===== src/rtl/hazard_ctrl.sv =====
// Backward-flowing pipeline control: latch enables, bubbles, operand forwarding,
// PC redirect hold, data-memory wait, sticky halt and saturating stall/flush counters.
module hazard_ctrl #(
  parameter int CNT_W = 32
) (
  input  logic             CLK,
  input  logic             RST,
  input  logic             ihit,
  input  logic             dhit,
  input  logic [4:0]       dec_rs,
  input  logic [4:0]       dec_rt,
  input  logic             dec_uses_rt,
  input  logic [4:0]       ex_regDest,
  input  logic             ex_regWen,
  input  logic             ex_memRen,
  input  logic             ex_redirect,
  input  logic [4:0]       mem_regDest,
  input  logic             mem_regWen,
  input  logic             mem_memRen,
  input  logic             mem_memWen,
  input  logic             mem_halt,
  input  logic [4:0]       wb_regDest,
  input  logic             wb_regWen,
  output logic             pc_en,
  output logic             pc_hold_target,
  output logic             if_en,
  output logic             dec_en,
  output logic             ex_en,
  output logic             mem_en,
  output logic             dec_flush,
  output logic             ex_flush,
  output logic [1:0]       fwd_a,
  output logic [1:0]       fwd_b,
  output logic             halt,
  output logic [CNT_W-1:0] stall_cnt,
  output logic [CNT_W-1:0] flush_cnt
);

  localparam logic [1:0] S_RUN      = 2'd0;
  localparam logic [1:0] S_DWAIT    = 2'd1;
  localparam logic [1:0] S_REDIRECT = 2'd2;
  localparam logic [1:0] S_HALT     = 2'd3;

  logic [1:0] state;
  logic [1:0] state_nxt;
  logic       flush_inc;
  logic       data_wait;
  logic       load_use;
  logic       do_run;

  // Memory-stage producer wins over writeback; register 0 is hardwired and never forwards.
  function automatic logic [1:0] fwd_sel(input logic [4:0] src,
                                         input logic       mwen,
                                         input logic [4:0] mdst,
                                         input logic       wwen,
                                         input logic [4:0] wdst);
    if (src == 5'd0)                    return 2'b00;
    else if (mwen && (mdst == src))     return 2'b01;
    else if (wwen && (wdst == src))     return 2'b10;
    else                                return 2'b00;
  endfunction

  function automatic logic [CNT_W-1:0] sat_add(input logic [CNT_W-1:0] a,
                                               input logic [1:0]       inc);
    logic [CNT_W:0] sum;
    sum = {1'b0, a} + {{(CNT_W-1){1'b0}}, inc};
    return sum[CNT_W] ? {CNT_W{1'b1}} : sum[CNT_W-1:0];
  endfunction

  assign fwd_a = fwd_sel(dec_rs, mem_regWen, mem_regDest, wb_regWen, wb_regDest);
  assign fwd_b = dec_uses_rt ? fwd_sel(dec_rt, mem_regWen, mem_regDest, wb_regWen, wb_regDest)
                             : 2'b00;

  assign data_wait = (mem_memRen || mem_memWen) && !dhit;
  assign load_use  = ex_memRen && ex_regWen && (ex_regDest != 5'd0) &&
                     ((ex_regDest == dec_rs) || (dec_uses_rt && (ex_regDest == dec_rt)));
  // A completing data wait falls straight into normal evaluation in the same cycle.
  assign do_run    = (state == S_RUN) || ((state == S_DWAIT) && dhit);
  assign halt      = (state == S_HALT);

  always_comb begin
    pc_en          = 1'b1;
    pc_hold_target = 1'b0;
    if_en          = 1'b1;
    dec_en         = 1'b1;
    ex_en          = 1'b1;
    mem_en         = 1'b1;
    dec_flush      = 1'b0;
    ex_flush       = 1'b0;
    flush_inc      = 1'b0;
    state_nxt      = state;
    if (do_run) begin
      state_nxt = S_RUN;
      if (mem_halt) begin
        pc_en     = 1'b0;
        if_en     = 1'b0;
        dec_en    = 1'b0;
        ex_en     = 1'b0;
        state_nxt = S_HALT;
      end else if (data_wait) begin
        pc_en     = 1'b0;
        if_en     = 1'b0;
        dec_en    = 1'b0;
        ex_en     = 1'b0;
        mem_en    = 1'b0;
        state_nxt = S_DWAIT;
      end else if (ex_redirect) begin
        dec_flush = 1'b1;
        ex_flush  = 1'b1;
        flush_inc = 1'b1;
        if (!ihit) begin
          pc_en          = 1'b0;
          pc_hold_target = 1'b1;
          state_nxt      = S_REDIRECT;
        end
      end else if (load_use) begin
        pc_en    = 1'b0;
        if_en    = 1'b0;
        ex_flush = 1'b1;
      end else if (!ihit) begin
        pc_en     = 1'b0;
        dec_flush = 1'b1;
      end
    end else begin
      case (state)
        S_REDIRECT: begin
          // The wrong-path word still in flight is squashed when it lands.
          pc_hold_target = 1'b1;
          dec_flush      = 1'b1;
          if (mem_halt) begin
            pc_en     = 1'b0;
            if_en     = 1'b0;
            dec_en    = 1'b0;
            ex_en     = 1'b0;
            state_nxt = S_HALT;
          end else if (data_wait) begin
            pc_en  = 1'b0;
            if_en  = 1'b0;
            dec_en = 1'b0;
            ex_en  = 1'b0;
            mem_en = 1'b0;
          end else if (ihit) begin
            state_nxt = S_RUN;
          end else begin
            pc_en = 1'b0;
          end
        end
        default: begin
          pc_en  = 1'b0;
          if_en  = 1'b0;
          dec_en = 1'b0;
          ex_en  = 1'b0;
          mem_en = 1'b0;
        end
      endcase
    end
  end

  always_ff @(posedge CLK) begin
    if (RST) begin
      state     <= S_RUN;
      stall_cnt <= '0;
      flush_cnt <= '0;
    end else begin
      state <= state_nxt;
      if (!pc_en && (state != S_HALT)) stall_cnt <= sat_add(stall_cnt, 2'd1);
      if (flush_inc)                   flush_cnt <= sat_add(flush_cnt, 2'd2);
    end
  end

endmodule

===== config.mk =====
export PLATFORM = sky130hd
export DESIGN_NAME = hazard_ctrl
export DESIGN_NICKNAME = d
export VERILOG_FILES = /design/src/rtl/hazard_ctrl.sv
export SDC_FILE = /design/constraint.sdc
export NUM_CORES = 1
export LEC_CHECK = 0
export ABC_AREA = 1
export BUFFER_PORTS_ARGS = -buffer_cell sky130_fd_sc_hd__buf_4
export CAP_MARGIN = 40
export CORE_AREA = 2 2 118 142
export DETAILED_ROUTE_END_ITERATION = 8
export DIE_AREA = 0 0 120 144
export SLEW_MARGIN = 15
export SYNTH_ARGS = -nofsm -noshare
export SYNTH_HDL_FRONTEND = slang
export SYNTH_SLANG_ARGS = --single-unit

===== constraint.sdc =====
create_clock -name CLK -period 2.2 [get_ports CLK]
set_input_delay 0.11 -clock CLK [delete_from_list [all_inputs] [get_ports CLK]]
set_output_delay 0.11 -clock CLK [all_outputs]
set_load 0.005 [all_outputs]

==> results of run 1 <==
[metrics by stage]
stage / setup slack (ns) / hold WS (ns) / cells
CTS: 0.235 / 0.118 / 1196
finish: 0.252 / 0.133 / 1196
floorplan: 0.486 / 0.300 / 859
global route: 0.0491 / 0.145 / 1196
detailed placement: 0.254 / 0.447 / 1180
global placement: 0.324 / 0.446 / 1180
[cells in the final DEF (no fill, tap or decap), types with 4 or more instances in the layout]
cell type | Yosys | layout
dfxtp_1 | 66 | 66
nor2_4 | 8 | 8
xor2_1 | 15 | 15
nand2_4 | 5 | 5
nand4_1 | 9 | 9
a21oi_1 | 55 | 55
o21ai_0 | 16 | 16
nand2_2 | 7 | 7
a31oi_1 | 8 | 8
o22ai_1 | 6 | 6
nor2_2 | 10 | 10
inv_1 | 69 | 69
nor3_2 | 7 | 7
nand3b_1 | 8 | 8
or2_0 | 4 | 4
nand2_1 | 273 | 273
nor2_1 | 80 | 80
clkbuf_16 | 0 | 9
or2_1 | 7 | 7
buf_4 | 4 | 135
nand3_2 | 25 | 25
nor3_1 | 19 | 19
inv_2 | 23 | 23
nand3_1 | 83 | 83
[state kept, by name, indices dropped and copies added, names as in the netlist]
register and flops:
state 2, flush_cnt 32, stall_cnt 32
[logic make-up after synthesis]
group / Yosys count / synth area share, %
compound gates: 100 / 10.7
xor+xnor: 17 / 2.81
fa+ha+maj: 2 / 0.471
buf+inv: 119 / 10.3
flops: 66 / 24.9
simple gates: 555 / 50.8
[power by group]
group | leakage (nW) | total [mW] | switching [mW] | internal, mW
sequential | 0.533 | 1.22 | 0.0156 | 1.21
clock | 0.167 | 1.72 | 0.604 | 1.12
combinational | 2.18 | 0.386 | 0.233 | 0.153
total | 2.87 | 3.33 | 0.853 | 2.48
[layer usage]
layer	GRT usage, %	part of all wire [%]	vias to the layer above
met2	35.2	49	152
met3	2.84	3.5	30
met4	6.25	1.9	0
met1	24.5	45	2622
met5	0	0	-
li1	-	-	3028
[worst reg2reg max path, delay by kind of cell (launching register included)]
family,cells,cell delay (ns)
adders and majority gates,1,0.25
buffers and inverters,1,0.07
DFF,1,0.39
and+or+nand+nor,6,1.01
AOI/OAI and AO/OA,1,0.15
[path summary, 6_finish.rpt]
path	start	end	slack, ns	cells after the start
worst max-delay path	stall_cnt[1]$_SDFFE_PP0P_	stall_cnt[23]$_SDFFE_PP0P_	0.25	9
worst min-delay path	mem_halt	state[1]$_SDFFE_PP0P_	0.13	4
worst max register to register	stall_cnt[1]$_SDFFE_PP0P_	stall_cnt[23]$_SDFFE_PP0P_	0.25	9
worst min register to register	flush_cnt[0]$_SDFFE_PP0P_	flush_cnt[0]$_SDFFE_PP0P_	0.45	2
[cell type report]
type	instances	area share, %
clock buffers	9	3.34
clock inverters	7	1.84
inverters	93	5.18
multi-input cells	674	51.0
flip-flops and latches	66	19.6
well taps	212	3.94
repair buffers	135	15.0
==> summary.txt, run 1 <==
Drt
  – Post-DR vias/cell: 4.88
  – Wire length per cell: 14.1 um
  – Routed vias: 5832
  – Initial DRC count: 307
  – Drt drc: 0
  – DR pass1 iterations: 7
  – ANT nets after route: 0
  – Drt total wl: 16900 um

Floorplan
  – Starting Density: 33.1%
  – Die ar.: 17300 um2
  – Core ar.: 16000 um2
  – # rows: 51
  – Die height: 144 um
  – Die Wd: 120 um
  – I/O Pins: 115

Logic synthesis
  – Synth Area per Inst: 6.18 um2
  – Sequential fraction of the synthesis area: 24.9%
  – Synth Warn #: 0
  – Count leader, synth: nand2_1
  – Register bit count reported by yosys: 66
  – Async set or reset register ratio after synthesis: 0%
  – Area leader, netlist: dfxtp_1
  – Synth top area share: 24.9%
  – Number of synthesized flops with an enable pin: 0
  – Syn_nets: 899
  – Synth cell count leaders: nand2_1, nand3_1, nor2_1
  – Top FF cell, synth: dfxtp_1
  – Mapped Cells: 859
  – Cell area after synthesis: 5310 um2
  – Main area contributors after synthesis: dfxtp_1, nand2_1, nand3_1, nor2_1, a21oi_1
  – Synth cell types: 46

Clock network
  – Root buf cell: clkbuf_16
  – CTS tree: done
  – Post-CTS Resized: 0
  – Setup bufs post-CTS: 0
  – Max Root-Sink Buffers: 2
  – H-tree levels: 3
  – Clock Latency Late Sink: 0.34 ns
  – CTS Sinks: 66
  – Clk pin slew, worst setup/hold paths: 0.05 ns
  – CTS buffer count: 9
  – Hold_buf cts: 0

Timing
  – Final period utilization: 88.5%
  – Clock skew: 0.00943 ns
  – Slew Limit Fails: 0
  – Setup TNS: 0 ns
  – Max Clk Rate: 513 MHz
  – Worst-Margin Slew: 0.503 ns
  – Unrepaired setup endpoints after global routing: false
  – Worst slew margin: 66.4%
  – Final worst path period need: 1.95 ns
  – Final setup violation count: 0
  – Final Hold Viols: 0

Final layout
  – # fillers: 1730
  – Area grow syn2layout: 26.9%
  – Share of cells above drive strength 1: 25.2%
  – Core Util, Final: 42.1%
  – Antenna diodes: 0
  – Nets: 1019
  – Multi-input gate area: 3440 um2
  – Total area of sequential cells: 1320 um2
  – Post-route cell area: 6740 um2

GRT
  – Number of global-route vias before repair: 5503
  – Initial antenna violation count: 0
  – GR Overflow Total: 0
  – All-layer global routing usage: 19.8%
  – First-pass GRT wire length: 27500 um
  – Largest net degree at the start of global routing: 47

Worst setup path
  – Type of origin of the critical path: register
  – CP arrival: 2.21 ns
  – Crit path buf inv count: 1
  – Data required, critical path: 2.47 ns
  – CP Max Fanout: 32
  – Worst-path cell chain: ha_1 > inv_2 > nor2_4 > nand2_4 > nor2_4 > nand2_4 > nand3_1 > nand3_1 > a21oi_1
  – Critical path type: reg2reg
  – CP Capture Type: register
  – Family with the most delay on the worst path: simple AND/OR/NAND/NOR gates
  – Slowest cell on the critical path: dfxtp_1
  – CP max stage delay: 0.39 ns

Placed design
  – Area after DPL: 6390 um2
  – DP HPWL: 13000 um
  – Routability cong.: 0.963
  – Port bufs: 114

Power
  – VDD IR-drop max: 0.389 mV
  – PwrDens: 494 nW/um2
  – Pwr Total: 3.33 mW
  – P_leak: 2.87 nW

Worst hold path
  – HP Class: in2reg

Status
  – Status: completed

Run
  – MaxCap Viol Count: 0
No activity file was read; power rests on OpenSTA's default activity.
==> run 2, diff against run 1 <==
Settings changed: REMOVE_ABC_BUFFERS set to 1.
==> summary.txt, run 2 (same netlist as run 1, synthesis figures left out) <==
Clock network
  – Post-CTS Resized: 0 (unchanged)
  – Clock Latency Late Sink: 0.34 ns (about the same)
  – Hold_buf cts: 0 (unchanged)
  – H-tree levels: 3 (unchanged)
  – Setup bufs post-CTS: 0 (unchanged)
  – CTS tree: done (unchanged)
  – Clk pin slew, worst setup/hold paths: 0.06 ns (was 0.05 ns)
  – Max Root-Sink Buffers: 2 (unchanged)
  – CTS Sinks: 66 (unchanged)
  – Root buf cell: clkbuf_16 (unchanged)
  – CTS buffer count: 9 (unchanged)

Timing
  – Setup ws final: 0.254 ns (was 0.252 ns)
  – Worst slew margin: 49.8% (was 66.4%)
  – Clock skew: 0.00529 ns (was 0.00943 ns)
  – Unrepaired setup endpoints after global routing: false (unchanged)
  – Final setup violation count: 0 (unchanged)
  – Worst-Margin Slew: 0.753 ns (was 0.503 ns)
  – Final worst path period need: 1.95 ns (about the same)
  – Worst hold slack: 0.119 ns (was 0.133 ns)
  – Max Clk Rate: 514 MHz (was 513 MHz)
  – Final Hold Viols: 0 (unchanged)
  – Slew Limit Fails: 0 (unchanged)
  – Setup TNS: 0 ns (unchanged)
  – Final period utilization: 88.4% (was 88.5%)

Drt
  – Drt drc: 0 (unchanged)
  – DR pass1 iterations: 5 (was 7)
  – Post-DR vias/cell: 4.92 (was 4.88)
  – Wire length per cell: 14.0 um (was 14.1 um)
  – Initial DRC count: 334 (was 307)
  – ANT nets after route: 0 (unchanged)
  – Drt total wl: 16600 um (was 16900 um)
  – Routed vias: 5849 (was 5832)

Worst setup path
  – Data required, critical path: 2.09 ns (was 2.47 ns)
  – Critical path type: reg2out (was reg2reg)
  – CP Capture Type: output pin (was register)
  – CP arrival: 1.84 ns (was 2.21 ns)
  – CP Max Fanout: 18 (was 32)
  – Type of origin of the critical path: register (unchanged)

Power
  – Sw Pwr: 0.781 mW (was 0.853 mW)
  – PwrDens: 452 nW/um2 (was 494 nW/um2)
  – Clock share of power: 46.5% (was 51.7%)
  – Sw Share: 26.1% (was 25.6%)
  – Cell-internal power: 2.21 mW (was 2.48 mW)
  – Reg power frac: 40.9% (was 36.7%)
  – P_leak: 2.81 nW (was 2.87 nW)
  – Gate power share: 12.6% (was 11.6%)
  – VDD IR-drop max: 0.325 mV (was 0.389 mV)
  – Pwr Total: 2.99 mW (was 3.33 mW)

GRT
  – Initial antenna violation count: 0 (unchanged)
  – First-pass GRT wire length: 26600 um (was 27500 um)
  – Largest net degree at the start of global routing: 67 (was 47)
  – GR Overflow Total: 0 (unchanged)
  – Number of global-route vias before repair: 5421 (was 5503)
  – All-layer global routing usage: 19.2% (was 19.8%)

Floorplan
  – Starting Density: 33.1% (unchanged)
  – Core ar.: 16000 um2 (unchanged)
  – Die height: 144 um (unchanged)
  – # rows: 51 (unchanged)
  – Die ar.: 17300 um2 (unchanged)
  – Die Wd: 120 um (unchanged)
  – I/O Pins: 115 (unchanged)

Final layout
  – Final std cells w/o fill: 1188 (was 1196)
  – Antenna diodes: 0 (unchanged)
  – Nets: 1011 (was 1019)
  – Largest regs: flush_cnt (32), stall_cnt (32), state (2) (unchanged)
  – Most common cell after layout, fill and taps aside: nand2_1 (unchanged)
  – Commonest cells after routing, fill and taps aside: nand2_1, buf_4, nand3_1 (unchanged)
  – Post-route cell area: 6610 um2 (was 6740 um2)
  – Area grow syn2layout: 24.6% (was 26.9%)
  – Share of cells above drive strength 1: 24.4% (was 25.2%)
  – Core Util, Final: 41.3% (was 42.1%)

Status
  – Status: completed (unchanged)

Worst hold path
  – HP Class: in2reg (unchanged)

Placed design
  – Routability cong.: 0.911 (was 0.963)
  – Area after DPL: 6330 um2 (was 6390 um2)
  – Dpl cells: 1172 (was 1180)
  – DP HPWL: 12800 um (was 13000 um)
  – Port bufs: 114 (unchanged)
  – Setup Slack @ Placement: 0.264 ns (was 0.254 ns)

Run
  – MaxCap Viol Count: 0 (unchanged)
==> run 2: cell types whose count changed in the layout (fill, tap and decap cells not counted) <==
cell	previous run	this run
clkinv_4	1	0
clkbuf_8	0	3
buf_4	135	127
bufinv_16	3	0
clkbuf_1	0	2
inv_6	2	0
clkinvlp_4	1	0
clkinv_2	0	2
==> run 2: power by group through the flow <==
stage | clock network (mW) | registers, mW | logic (mW)
2_1_floorplan | 0 | 1.25 | 0.181
3_3_place_gp | 0 | 1.25 | 0.380
3_5_place_dp | 0 | 1.25 | 0.379
4_1_cts | 1.43 | 1.22 | 0.381
5_1_grt | 1.48 | 1.22 | 0.417
6_report | 1.39 | 1.22 | 0.377
==> run 2: area by class of cell <==
class                           instances  area, um2
Fill cell                            1788       9410
Multi-Input combinational cell        674       3440
Sequential cell                        66       1320
Timing Repair Buffer                  127        953
Inverter                               93        349
Clock buffer                           14        274
Tap cell                              212        265
Clock inverter                          2       10.0
==> run 2: worst paths after layout <==
kind / from / end / slack (ns) / cells after the start
max reg2reg: stall_cnt[1]$_SDFFE_PP0P_ / stall_cnt[25]$_SDFFE_PP0P_ / 0.26 / 9
min: mem_halt / state[1]$_SDFFE_PP0P_ / 0.12 / 4
max: state[0]$_SDFFE_PP0P_ / ex_flush / 0.25 / 7
min reg2reg: flush_cnt[0]$_SDFFE_PP0P_ / flush_cnt[0]$_SDFFE_PP0P_ / 0.45 / 2
==> run 2: metal layers <==
layer	routed length [um]	track usage [%]	vias to the layer above	share of wire [%]
met5	0	0	-	0
met4	381	5.88	0	2.3
met3	764	3.98	29	4.6
met2	8730	36.6	167	53
met1	6710	21.2	2638	40
li1	-	-	3015	-
==> run 2: critical path: stages, from the launching register on <==
cell and delay [ns]:
dfxtp_1 0.39, nand2_1 0.10, nand2_2 0.13, nor2_2 0.07, nand2_2 0.18, buf_4 0.30, o21ai_0 0.15, buf_4 0.16
==> run 3, diff against run 2 <==
--- a/config.mk
+++ b/config.mk
@@ -9,7 +9,7 @@
 export BUFFER_PORTS_ARGS = -buffer_cell sky130_fd_sc_hd__buf_4
 export CAP_MARGIN = 40
-export CORE_AREA = 2 2 118 142
+export CORE_AREA = 2 2 128 130
 export DETAILED_ROUTE_END_ITERATION = 8
-export DIE_AREA = 0 0 120 144
+export DIE_AREA = 0 0 130 132
 export REMOVE_ABC_BUFFERS = 1
 export SLEW_MARGIN = 15
==> constraint.sdc (replaced) <==
create_clock -name CLK -period 2.2 [get_ports CLK]
set_input_delay 0.11 -clock CLK [delete_from_list [all_inputs] [get_ports CLK]]
set_output_delay 0.11 -clock CLK [all_outputs]
set_load 0.05 [all_outputs]
==> summary.txt, run 3 (same netlist as run 1, synthesis figures left out) <==
Clock network
  – CTS tree: done (unchanged)
  – Root buf cell: clkbuf_16 (unchanged)
  – CTS buffer count: 9 (unchanged)
  – CTS Sinks: 66 (unchanged)
  – Clk pin slew, worst setup/hold paths: 0.06 ns (about the same)
  – Hold_buf cts: 0 (unchanged)
  – H-tree levels: 3 (unchanged)
  – Max Root-Sink Buffers: 2 (unchanged)
  – Clock Latency Late Sink: 0.34 ns (about the same)
  – Setup bufs post-CTS: 0 (unchanged)
  – Post-CTS Resized: 0 (unchanged)

Timing
  – Worst slew margin: 49.6% (was 49.8%)
  – Final Hold Viols: 0 (unchanged)
  – Clock skew: 0.00780 ns (was 0.00529 ns)
  – Max Clk Rate: 506 MHz (was 514 MHz)
  – Setup TNS: 0 ns (unchanged)
  – Unrepaired setup endpoints after global routing: false (unchanged)
  – Final worst path period need: 1.97 ns (was 1.95 ns)
  – Final period utilization: 89.7% (was 88.4%)
  – Worst-Margin Slew: 0.756 ns (was 0.753 ns)
  – Slew Limit Fails: 0 (unchanged)
  – Setup ws final: 0.226 ns (was 0.254 ns)
  – Final setup violation count: 0 (unchanged)

Drt
  – Routed vias: 5831 (was 5849)
  – Wire length per cell: 14.0 um (about the same)
  – Initial DRC count: 405 (was 334)
  – Drt total wl: 16700 um (was 16600 um)
  – Drt drc: 0 (unchanged)
  – DR pass1 iterations: 5 (unchanged)
  – ANT nets after route: 0 (unchanged)
  – Post-DR vias/cell: 4.88 (was 4.92)

Run
  – MaxCap Viol Count: 0 (unchanged)

Final layout
  – Antenna diodes: 0 (unchanged)
  – Largest regs: flush_cnt (32), stall_cnt (32), state (2) (unchanged)
  – # fillers: 1698 (was 1788)
  – Share of cells above drive strength 1: 24.6% (was 24.4%)
  – Most common cell after layout, fill and taps aside: nand2_1 (unchanged)
  – Nets: 1013 (was 1011)
  – Commonest cells after routing, fill and taps aside: nand2_1, buf_4, nand3_1 (unchanged)
  – Area grow syn2layout: 25.6% (was 24.6%)

Floorplan
  – Starting Density: 33.8% (was 33.1%)
  – Die height: 132 um (was 144 um)
  – Die Wd: 130 um (was 120 um)
  – Core ar.: 15700 um2 (was 16000 um2)
  – I/O Pins: 115 (unchanged)
  – Die ar.: 17200 um2 (was 17300 um2)
  – # rows: 46 (was 51)

GRT
  – Largest net degree at the start of global routing: 67 (unchanged)
  – Number of global-route vias before repair: 5552 (was 5421)
  – Initial antenna violation count: 0 (unchanged)
  – GR Overflow Total: 0 (unchanged)
  – All-layer global routing usage: 19.8% (was 19.2%)
  – First-pass GRT wire length: 27500 um (was 26600 um)

Worst setup path
  – R2R setup slack: 0.23 ns (was 0.26 ns)
  – Data required, critical path: 2.46 ns (was 2.09 ns)
  – Reg-to-reg endpoint: stall_cnt[31]$_SDFFE_PP0P_ (was stall_cnt[25]$_SDFFE_PP0P_)
  – R2R depth: 9 (unchanged)
  – Type of origin of the critical path: register (unchanged)
  – CP Capture Type: register (was output pin)
  – Reg-to-Reg Start: stall_cnt[1]$_SDFFE_PP0P_ (unchanged)
  – CP arrival: 2.24 ns (was 1.84 ns)
  – CP Max Fanout: 32 (was 18)
  – Critical path type: reg2reg (was reg2out)

Worst hold path
  – HP Class: in2reg (unchanged)
  – Hold path cells: 4 (unchanged)
  – Worst hold endpoint: state[1]$_SDFFE_PP0P_ (unchanged)
  – Hold_sp: mem_halt (unchanged)

Placed design
  – Setup Slack @ Placement: 0.239 ns (was 0.264 ns)
  – DP HPWL: 12700 um (was 12800 um)
  – Port bufs: 114 (unchanged)
  – Routability cong.: 0.882 (was 0.911)

Power
  – P_leak: 2.83 nW (was 2.81 nW)
  – PwrDens: 491 nW/um2 (was 452 nW/um2)
  – VDD IR-drop max: 0.353 mV (was 0.325 mV)

Status
  – Status: completed (unchanged)
-- run 3: how the worst max path moves through the flow --
| stage | cells after the start | slack [ns] | end | start |
|---|---|---|---|---|
| 2_1_floorplan | 8 | 0.02 | stall_cnt[9]$_SDFFE_PP0P_ | state[1]$_SDFFE_PP0P_ |
| 3_3_place_gp | 9 | 0.30 | stall_cnt[25]$_SDFFE_PP0P_ | stall_cnt[1]$_SDFFE_PP0P_ |
| 3_5_place_dp | 9 | 0.24 | stall_cnt[31]$_SDFFE_PP0P_ | stall_cnt[1]$_SDFFE_PP0P_ |
| 4_1_cts | 9 | 0.20 | stall_cnt[31]$_SDFFE_PP0P_ | stall_cnt[1]$_SDFFE_PP0P_ |
| 5_1_grt | 9 | 0.006 | stall_cnt[25]$_SDFFE_PP0P_ | stall_cnt[1]$_SDFFE_PP0P_ |
| 6_report | 9 | 0.23 | stall_cnt[31]$_SDFFE_PP0P_ | stall_cnt[1]$_SDFFE_PP0P_ |
-- run 3: final cells by class --
| cell class | count | area (um2) | share of cell area (%) |
|---|---|---|---|
| Multi-Input combinational cell | 674 | 3440 | 51.6 |
| Sequential cell | 66 | 1320 | 19.8 |
| Timing Repair Buffer | 129 | 968 | 14.5 |
| Inverter | 93 | 349 | 5.24 |
| Tap cell | 216 | 270 | 4.05 |
| Clock buffer | 11 | 243 | 3.64 |
| Clock inverter | 5 | 77.6 | 1.16 |
-- run 3: per-stage QoR --
stage	util (%)	hold slack, ns	std cells	power, mW	instance area [um2]
finish	42.4	0.101	1194	3.28	6670
detailed placement	40.4	0.448	1178	1.72	6350
CTS	42.4	0.0968	1194	3.31	6670
global placement	40.4	0.442	1178	1.72	6350
floorplan	-	0.172	833	1.52	5110
global route	42.4	0.136	1194	3.40	6670
-- run 3: worst max-delay path: stages (launching register included) --
cell and delay [ns]:
dfxtp_1 0.40, ha_1 0.25, inv_2 0.07, nor2_4 0.18, nand2_4 0.10, nor2_4 0.15, nand2_4 0.30, nand3_2 0.19
nand3_1 0.09, a21oi_1 0.15
-- run 3: layer usage --
| layer | routed length (um) | up-vias | GRT usage, % |
|---|---|---|---|
| li1 | - | 3018 | - |
| met1 | 7470 | 2636 | 25.5 |
| met2 | 8160 | 153 | 34.0 |
| met3 | 774 | 24 | 3.37 |
| met4 | 286 | 0 | 4.78 |
| met5 | 0 | - | 0 |
-- run 3: report_power, final --
| group | switching (mW) | internal [mW] | total, mW |
|---|---|---|---|
| Clock | 0.566 | 1.02 | 1.59 |
| Combinational | 0.318 | 0.151 | 0.469 |
| Sequential | 0.0145 | 1.21 | 1.22 |
